==> config.mk <==
export PLATFORM = sky130hd
export DESIGN_NAME = scan_chain_loader
export DESIGN_NICKNAME = d
export VERILOG_FILES = /design/src/rtl/scan_pkg.sv /design/src/rtl/scan_byte_deser.sv /design/src/rtl/scan_chain_loader.sv
export SDC_FILE = /design/constraint.sdc
export NUM_CORES = 1
export LEC_CHECK = 0
export BUFFER_PORTS_ARGS = -buffer_cell sky130_fd_sc_hd__buf_2
export CAP_MARGIN = 20
export CORE_UTILIZATION = 36
export DETAILED_ROUTE_END_ITERATION = 16
export PLACE_DENSITY = 0.54
export SLEW_MARGIN = 20
export SYNTH_ARGS = -nofsm -noshare
export SYNTH_HDL_FRONTEND = slang
export SYNTH_HIERARCHICAL = 1
export SYNTH_SLANG_ARGS = --single-unit
==> constraint.sdc <==
create_clock -name clk -period 3.2 [get_ports clk]
set_input_delay 0.32 -clock clk [delete_from_list [all_inputs] [get_ports clk]]
set_output_delay 0.32 -clock clk [all_outputs]
set_load 0.05 [all_outputs]
==> src/rtl/scan_pkg.sv <==
// Shared types and helpers for the scan chain loader: controller states,
// stream byte width and the bytes-per-chain calculation.
package scan_pkg;

    localparam int SCAN_BYTE_W = 8;

    typedef enum logic [1:0] {
        IDLE,
        SHIFT,
        DRAIN,
        DONE
    } scan_state_t;

    function automatic int nbytes(input int len);
        return (len + SCAN_BYTE_W - 1) / SCAN_BYTE_W;
    endfunction

endpackage

==> src/rtl/scan_byte_deser.sv <==
// Output byte assembler: gathers scan_out bits LSB first and presents complete
// bytes on a valid/ready port. A flush closes a short final byte, leaving its upper bits zero.
module scan_byte_deser
    import scan_pkg::*;
(
    input  logic                   clk,
    input  logic                   rst,
    input  logic                   clear,
    input  logic                   bit_valid,
    input  logic                   bit_data,
    input  logic [2:0]             bit_pos,
    input  logic                   flush,
    output logic                   can_take,
    output logic [SCAN_BYTE_W-1:0] out_data,
    output logic                   out_valid,
    input  logic                   out_ready
);

    logic [SCAN_BYTE_W-1:0] acc;
    logic [SCAN_BYTE_W-1:0] acc_next;
    logic                   complete;

    always_comb begin
        acc_next          = acc;
        acc_next[bit_pos] = bit_data;
    end

    assign complete = bit_valid && ((bit_pos == 3'd7) || flush);
    assign can_take = !out_valid || out_ready;

    // The accumulator is separate from out_data so a new byte can start
    // in the same cycle the previous one is handed off.
    always_ff @(posedge clk or negedge rst) begin
        if (!rst) begin
            acc       <= '0;
            out_data  <= '0;
            out_valid <= 1'b0;
        end else if (clear) begin
            acc       <= '0;
            out_data  <= '0;
            out_valid <= 1'b0;
        end else begin
            if (out_valid && out_ready) begin
                out_valid <= 1'b0;
            end
            if (complete) begin
                out_data  <= acc_next;
                out_valid <= 1'b1;
                acc       <= '0;
            end else if (bit_valid) begin
                acc <= acc_next;
            end
        end
    end

endmodule

==> src/rtl/scan_chain_loader.sv <==
// Scan master: shifts a byte stream into the attached chain LSB first while
// returning the displaced chain bits as a byte stream. Stalls when either side is not ready.
module scan_chain_loader
    import scan_pkg::*;
#(
    parameter int CHAIN_LEN = 2056,
    parameter int BYTE_W    = 8
) (
    input  logic              clk,
    input  logic              rst,
    input  logic              start,
    output logic              busy,
    output logic              done,
    input  logic [BYTE_W-1:0] in_data,
    input  logic              in_valid,
    output logic              in_ready,
    output logic [BYTE_W-1:0] out_data,
    output logic              out_valid,
    input  logic              out_ready,
    output logic              scan_enable,
    output logic              scan_in,
    input  logic              scan_out
);

    localparam int NBYTES     = nbytes(CHAIN_LEN);
    localparam int CNT_W      = $clog2(CHAIN_LEN + 1);
    localparam int BYTE_CNT_W = $clog2(NBYTES + 1);

    scan_state_t            state;
    logic [CNT_W-1:0]       bit_cnt;
    logic [2:0]             bit_pos;
    logic [BYTE_W-1:0]      in_byte;
    logic                   in_full;
    logic [BYTE_CNT_W-1:0]  bytes_taken;

    logic last_bit;
    logic shift_en;
    logic in_last;
    logic in_accept;
    logic deser_can_take;
    logic deser_clear;

    assign last_bit    = (bit_cnt == CNT_W'(CHAIN_LEN - 1));
    assign shift_en    = (state == SHIFT) && in_full && deser_can_take;
    assign in_last     = shift_en && ((bit_pos == 3'd7) || last_bit);
    assign in_ready    = busy && (!in_full || in_last) &&
                         (bytes_taken != BYTE_CNT_W'(NBYTES));
    assign in_accept   = in_valid && in_ready;
    assign deser_clear = (state == IDLE) && start;

    assign scan_enable = shift_en;
    assign scan_in     = shift_en && in_byte[bit_pos];

    // Later assignments in the IDLE branch override the refill/shift
    // bookkeeping so a fresh start always begins from clean counters.
    always_ff @(posedge clk or negedge rst) begin
        if (!rst) begin
            state       <= IDLE;
            busy        <= 1'b0;
            done        <= 1'b0;
            bit_cnt     <= '0;
            bit_pos     <= '0;
            in_byte     <= '0;
            in_full     <= 1'b0;
            bytes_taken <= '0;
        end else begin
            done <= 1'b0;

            if (in_accept) begin
                in_byte     <= in_data;
                in_full     <= 1'b1;
                bytes_taken <= bytes_taken + BYTE_CNT_W'(1);
            end else if (in_last) begin
                in_full <= 1'b0;
            end

            if (shift_en) begin
                bit_pos <= bit_pos + 3'd1;
                if (bit_cnt != CNT_W'(CHAIN_LEN)) begin
                    bit_cnt <= bit_cnt + CNT_W'(1);
                end
            end

            case (state)
                IDLE: begin
                    if (start) begin
                        state       <= SHIFT;
                        busy        <= 1'b1;
                        bit_cnt     <= '0;
                        bit_pos     <= '0;
                        in_full     <= 1'b0;
                        bytes_taken <= '0;
                    end
                end
                SHIFT: begin
                    if (shift_en && last_bit) begin
                        state <= DRAIN;
                    end
                end
                DRAIN: begin
                    if (out_valid && out_ready) begin
                        state <= DONE;
                        done  <= 1'b1;
                    end
                end
                DONE: begin
                    state <= IDLE;
                    busy  <= 1'b0;
                end
                default: state <= IDLE;
            endcase
        end
    end

    scan_byte_deser u_deser (
        .clk       (clk),
        .rst       (rst),
        .clear     (deser_clear),
        .bit_valid (shift_en),
        .bit_data  (scan_out),
        .bit_pos   (bit_pos),
        .flush     (last_bit),
        .can_take  (deser_can_take),
        .out_data  (out_data),
        .out_valid (out_valid),
        .out_ready (out_ready)
    );

endmodule

Yosys cells after proc, flatten, opt, wreduce, memory -nomap -nowiden
Index checks and enable logic that the tools add are counted.
{"block": "op_classes", "add_sub_neg": 3, "order_cmp": 2, "n_eq_ne": 10, "muxes": 35, "n_reduce_logical": 23}
{"op": "2-to-1 mux 12 bit", "n": 4}
{"op": "2-to-1 mux 8 bit", "n": 5}
{"op": "2-to-1 mux 9 bit", "n": 3}
{"op": "adder 12 x 1 -> 12 bit, second input constant", "n": 1}
{"op": "== test 12 bit, second input constant", "n": 1}
{"op": "2-to-1 mux 1 bit", "n": 12}
{"op": "!= test 12 bit, second input constant", "n": 1}
{"op": "logical AND 1 bit", "n": 11}
{"op": "adder 9 x 1 -> 9 bit, second input constant", "n": 1}
{"op": "2-to-1 mux 3 bit", "n": 3}
{"op": "!= test 9 bit, second input constant", "n": 1}
{"op": "bitwise mux 8 bit", "n": 1}
{"op": "one-hot mux 2 bit (4 select lines)", "n": 1}
{"op": "2-to-1 mux 2 bit", "n": 3}
{"op": "nonzero test 3 bit", "n": 2}
{"op": "== test 2 bit, second input constant", "n": 2}
{"op": "less-than comparator 3 x 4 -> 1 bit, second input constant", "n": 1}
{"op": "!= test 2 bit, second input constant", "n": 2}
{"op": "nonzero test 2 bit", "n": 2}
{"op": "adder 3 x 1 -> 3 bit, second input constant", "n": 1}
{"op": "binary-select mux 1 bit (select 3 bit)", "n": 1}
{"op": "demux 1 bit (select 3 bit)", "n": 1}
{"op": "== test 3 bit, second input constant", "n": 1}
{"op": "greater-or-equal comparator 3 x 1 -> 1 bit, second input constant", "n": 1}
{"op": "8 further kinds", "n": 11}
{"block": "totals", "ff_bits": 54, "output_inout_bits": 14, "word_cells": 84}

Longest topological paths before layout
{"block": "logic_depth", "depth_word": 11, "ltp_mapped": 9, "mapped_depth_nobuf": 8}

Modules after synthesis
The synthesis kept the hierarchy.
{"module": "scan_chain_loader", "instances": 1, "cells_each": 194, "area_each_um2": 2057.0, "seq_area_each_um2": 925.9}
{"module": "scan_byte_deser", "instances": 1, "cells_each": 86, "area_each_um2": 889.6, "seq_area_each_um2": 425.4}

Least setup slack after synthesis
No wires, ideal clock.
{"block": "synth_timing", "path_kind": "register to register", "from": "reg u_deser.out_valid", "to": "reg u_deser.acc[0]", "setup_ps": 83, "arrival_time_ps": 2572, "required_ps": 3117, "setup_slack_ps": 546, "stages_incl_launch_ff": 9, "n_path_buf": 2, "period_less_slack_ps": 2654, "path_cell_list": "dfrtp_1 nand2b_1 nand3_1 inv_1 clkbuf_1 clkbuf_1 nor2_1 a21o_1 o21ai_0"}
{"block": "synth_between", "elab_chain_len": 6, "word_cells_on_any_way": 7}
{"element": "from (decl)", "line": "scan_byte_deser.sv:15", "source": "output logic out_valid,"}
{"element": "from (signal assigned)", "line": "scan_byte_deser.sv:37", "source": "out_valid <= 1'b0;"}
{"element": "from (signal assigned)", "line": "scan_byte_deser.sv:41", "source": "out_valid <= 1'b0;"}
{"element": "from (signal assigned)", "line": "scan_byte_deser.sv:44", "source": "out_valid <= 1'b0;"}
{"element": "zero test 1 bit (*)", "line": "scan_byte_deser.sv:29", "source": "assign can_take = !out_valid || out_ready;"}
{"element": "logical OR 1 bit (*)", "line": "scan_byte_deser.sv:29"}
{"element": "net deser_can_take", "line": "scan_chain_loader.sv:40", "source": "logic deser_can_take;"}
{"element": "logical AND 1 bit (*)", "line": "scan_chain_loader.sv:44", "source": "assign shift_en = (state == SHIFT) && in_full && deser_can_take;"}
{"element": "net scan_enable", "line": "scan_chain_loader.sv:20", "source": "output logic scan_enable,"}
{"element": "logical AND 1 bit", "line": "scan_byte_deser.sv:28", "source": "assign complete = bit_valid && ((bit_pos == 3'd7) || flush);"}
{"element": "2-to-1 mux 8 bit", "line": "scan_byte_deser.sv:46", "source": "if (complete) begin"}
{"element": "2-to-1 mux 8 bit", "line": "scan_byte_deser.sv:38", "source": "end else if (clear) begin"}
{"element": "to (signal assigned)", "line": "scan_byte_deser.sv:51", "source": "acc <= acc_next;"}
{"element": "to (decl)", "line": "scan_byte_deser.sv:19", "source": "logic [SCAN_BYTE_W-1:0] acc;"}
The timed path passes the listed nets; every way through them passes the cells marked *.
A chain may end at the register's enable or synchronous reset.

Worst setup path after layout
{"block": "layout_timing", "from": "reg bit_pos[0]", "to": "out in_ready"}
{"block": "layout_between", "elab_chain_len": 6}
{"element": "from (decl)", "line": "scan_chain_loader.sv:31", "source": "logic [2:0] bit_pos;"}
{"element": "from (signal assigned)", "line": "scan_chain_loader.sv:78", "source": "bit_pos <= bit_pos + 3'd1;"}
{"element": "== test 3 bit", "line": "scan_chain_loader.sv:45", "source": "assign in_last = shift_en && ((bit_pos == 3'd7) || last_bit);"}
{"element": "logical OR 1 bit", "line": "scan_chain_loader.sv:45"}
{"element": "logical AND 1 bit", "line": "scan_chain_loader.sv:45"}
{"element": "logical OR 1 bit", "line": "scan_chain_loader.sv:46", "source": "assign in_ready = busy && (!in_full || in_last) &&"}
{"element": "logical AND 1 bit (2 in series)", "line": "scan_chain_loader.sv:46"}
{"element": "to (decl)", "line": "scan_chain_loader.sv:16", "source": "output logic in_ready,"}
Every way passes these cells.

==> results by group <==
Place
  • Placed cell area: 0.00318 mm2
  • DP Cell Count: 404
  • GPL Wtd Cong: 0.768
  • Post-Place Setup Slack: 0.843 ns
  • Port Buffers: 27
  • Dpl hpwl: 4150 um

STA
  • WHS: 0.244 ns
  • Fmax achieved: 394 MHz
  • Final hold vios: 0
  • Worst Tran Pin Value: 0.595 ns
  • Final number of setup-violating endpoints: 0
  • Unrepaired setup endpoints after global routing: false
  • Slew HR: 60.3%
  • Max-slew violation total from the final report: 0
  • Final setup TNS: 0 ns
  • Final worst setup slack: 0.664 ns
  • Worst Skew: 0.0106 ns
  • Final worst-path cycle share: 79.3%
  • Minimum clock period: 2.54 ns

Drt
  • Vias per Instance: 5.09
  • DR pass1 iterations: 4
  • Drt total wl: 5990 um
  • Routed Antenna Nets: 0
  • DRC errors left: 0
  • DRT iter0 DRCs: 83
  • WL/cell: 14.5 um
  • Routed vias: 2103

Worst setup path
  • Crit Path Max Fanout: 14
  • Delay-heaviest family, CP: flip-flops
  • CP Capture Type: output pin
  • CP Buf/Inv Count: 1
  • Stages on worst setup path: 6
  • Critical-path cell list: ha_1 > ha_1 > nand3_1 > and3_2 > nor2_1 > buf_2
  • Crit path DAT: 2.22 ns
  • Startpoint Class: flip-flop
  • CP most frequent cell: ha_1
  • CP max-delay cell: dfrtp_1
  • Critical Path Start: bit_pos[0]
  • Worst r2r path cells: 6
  • Max incr delay on CP: 0.65 ns
  • Critical path class: reg -> out
  • RR Startpoint: bit_pos[0]
  • CP required: 2.88 ns

Finish
  • Layout cells sized above 1: 19.9%
  • Design area: 0.00330 mm2
  • FILL cells: 763
  • # diodes: 0
  • Utilization after layout: 42.3%
  • # nets final: 334
  • Layout area overhead: 12.1%
  • Fin cells: 413

Floorplan
  • Die Area: 0.00855 mm2
  • Initial Util: 37.7%
  • Core area: 0.00781 mm2
  • Die X: 92.5 um
  • Rows: 32
  • # IOs: 28
  • Die Height: 92.5 um

Clock tree
  • Total CTS buffers: 5
  • Reg clk slew, reported paths: 0.10 ns
  • Cts-stage hold buffer count: 1
  • Root Buffer: clkbuf_8
  • Post-CTS setup buffer count: 0
  • Worst skew pair latency: 0.31 ns
  • Longest Clk Path Bufs: 2
  • CTS sink cnt: 54
  • # resized after CTS: 0
  • Htree depth: 2
  • CTS tree: built

Power
  • Cell Pwr Density: 714 mW/mm2
  • Seq pwr share: 42.3%
  • Pint: 1.45 mW
  • NetSw: 0.911 mW
  • Tot Pwr: 2.36 mW
  • Gate power share: 38.3%
  • Net Sw Frac: 38.6%
  • Clock power frac: 19.4%
  • Worst VDD drop: 0.000231 V
  • Pleak: 1.52 nW

Yosys
  • Synth Area per Inst: 10.5 um2
  • EDFF count, synth: 0
  • Top-count cell post-synth: dfrtp_1
  • Synth cell count leaders: 54 x dfrtp_1, 32 x nand2_1, 25 x nor2_1
  • Library cells used by synthesis: 54
  • Synth top area cells: dfrtp_1 46%, mux2i_1 4.4%, ha_1 4.2%, nand2_1 4.1%, nor2_1 3.2%
  • Yosys top cell area share: 45.9%
  • Synthesized cell area: 0.00295 mm2
  • Mapped Cells: 280
  • Asr flop ratio synth: 100%
  • Sequential area share after synthesis: 45.9%
  • Synth area leader: dfrtp_1
  • Synth Warn #: 6
  • Yosys reg bits: 54
  • Main synth FF type: dfrtp_1
  • Syn Nets: 304

Worst hold path
  • Hold Crit Depth: 2
  • Min-delay worst type: in -> reg
  • Worst hold start: in_data[3]

Job
  • Max Cap Viol: 0

Global route
  • Tot GR Track Use: 15.2%
  • Initial antenna violation count: 0
  • Global route overflow: 0
  • First-pass GRT wire length: 10300 um
  • Pin count of the biggest net entering global routing: 41
  • Vias in the first global route: 2112

Outcome
  • Outcome: finished, final reports clean
==> flip-flops by register name, indices dropped and copies added, names as in the netlist <==
register and count:
state 2, u_deser/acc 8, done 1, u_deser/out_data 8, bit_pos 3, in_full 1
bytes_taken 9, u_deser/out_valid 1, bit_cnt 12, busy 1, in_byte 8
==> power by group through the flow <==
stage | clock (mW) | combinational (mW) | sequential (mW)
3_3_place_gp | 0 | 0.901 | 1.01
5_1_grt | 0.506 | 1.01 | 1.02
2_1_floorplan | 0 | 0.740 | 0.969
4_1_cts | 0.481 | 0.914 | 0.999
3_5_place_dp | 0 | 0.907 | 1.01
6_report | 0.458 | 0.903 | 0.998
==> worst register-to-register path: stages (launching register included) <==
cell	delay, ns
dfrtp_1	0.65
ha_1	0.23
ha_1	0.14
nand3_1	0.18
a31oi_4	0.56
or4b_1	0.48
nand2_1	0.08
==> area by class of cell <==
class	count	area, um2	area share [%]
multi-input combinational	207	1500	45.3
sequential	54	1350	40.9
timing repair buffer	33	183	5.53
tap	102	128	3.87
clock buffer	6	72.6	2.20
clock inverter	2	37.5	1.14
inverter	9	33.8	1.02
==> final timing paths <==
kind                            slack, ns             endpoint
worst max register to register       0.82       bytes_taken[3]
worst min-delay path                 0.24           in_byte[3]
worst max-delay path                 0.66             in_ready
max in group asynchronous            1.90  u_deser/out_data[3]
worst min register to register       0.48       u_deser/acc[1]
min in group asynchronous            0.45           bit_cnt[4]
==> cells by family after synthesis <==
kind of cell | share of synthesized area, %
fa+ha+maj | 4.25
xor+xnor | 3.86
flops | 45.9
simple gates | 22.0
compound gates | 11.4
buf+inv | 3.35
mux | 9.26
==> per-layer routing <==
| layer | routed length [um] | global-route usage [%] | up-vias |
|---|---|---|---|
| met2 | 2640 | 24.0 | 30 |
| met3 | 196 | 2.55 | 6 |
| met1 | 3090 | 21.5 | 1008 |
| met4 | 68 | 4.30 | 0 |
| met5 | 0 | 0 | - |
| li1 | - | - | 1059 |
==> cells in the final DEF, fill, tap and decap left out, drive strengths merged, types with 3 or more instances in the layout <==
master   n
dfrtp   54
nand2   32
buf     32
nor2    25
a21oi   13
mux2i   13
o21ai   12
ha      10
inv      9
nand3    9
xor2     8
mux2     8
nand2b   7
nand4    6
nor2b    6
clkbuf   6
nor3     5
xnor2    5
a211oi   5
nand3b   4
nor3b    4
and3     4
or4b     3
a31oi    3
a31o     3
No activity file was read; power rests on OpenSTA's default activity.
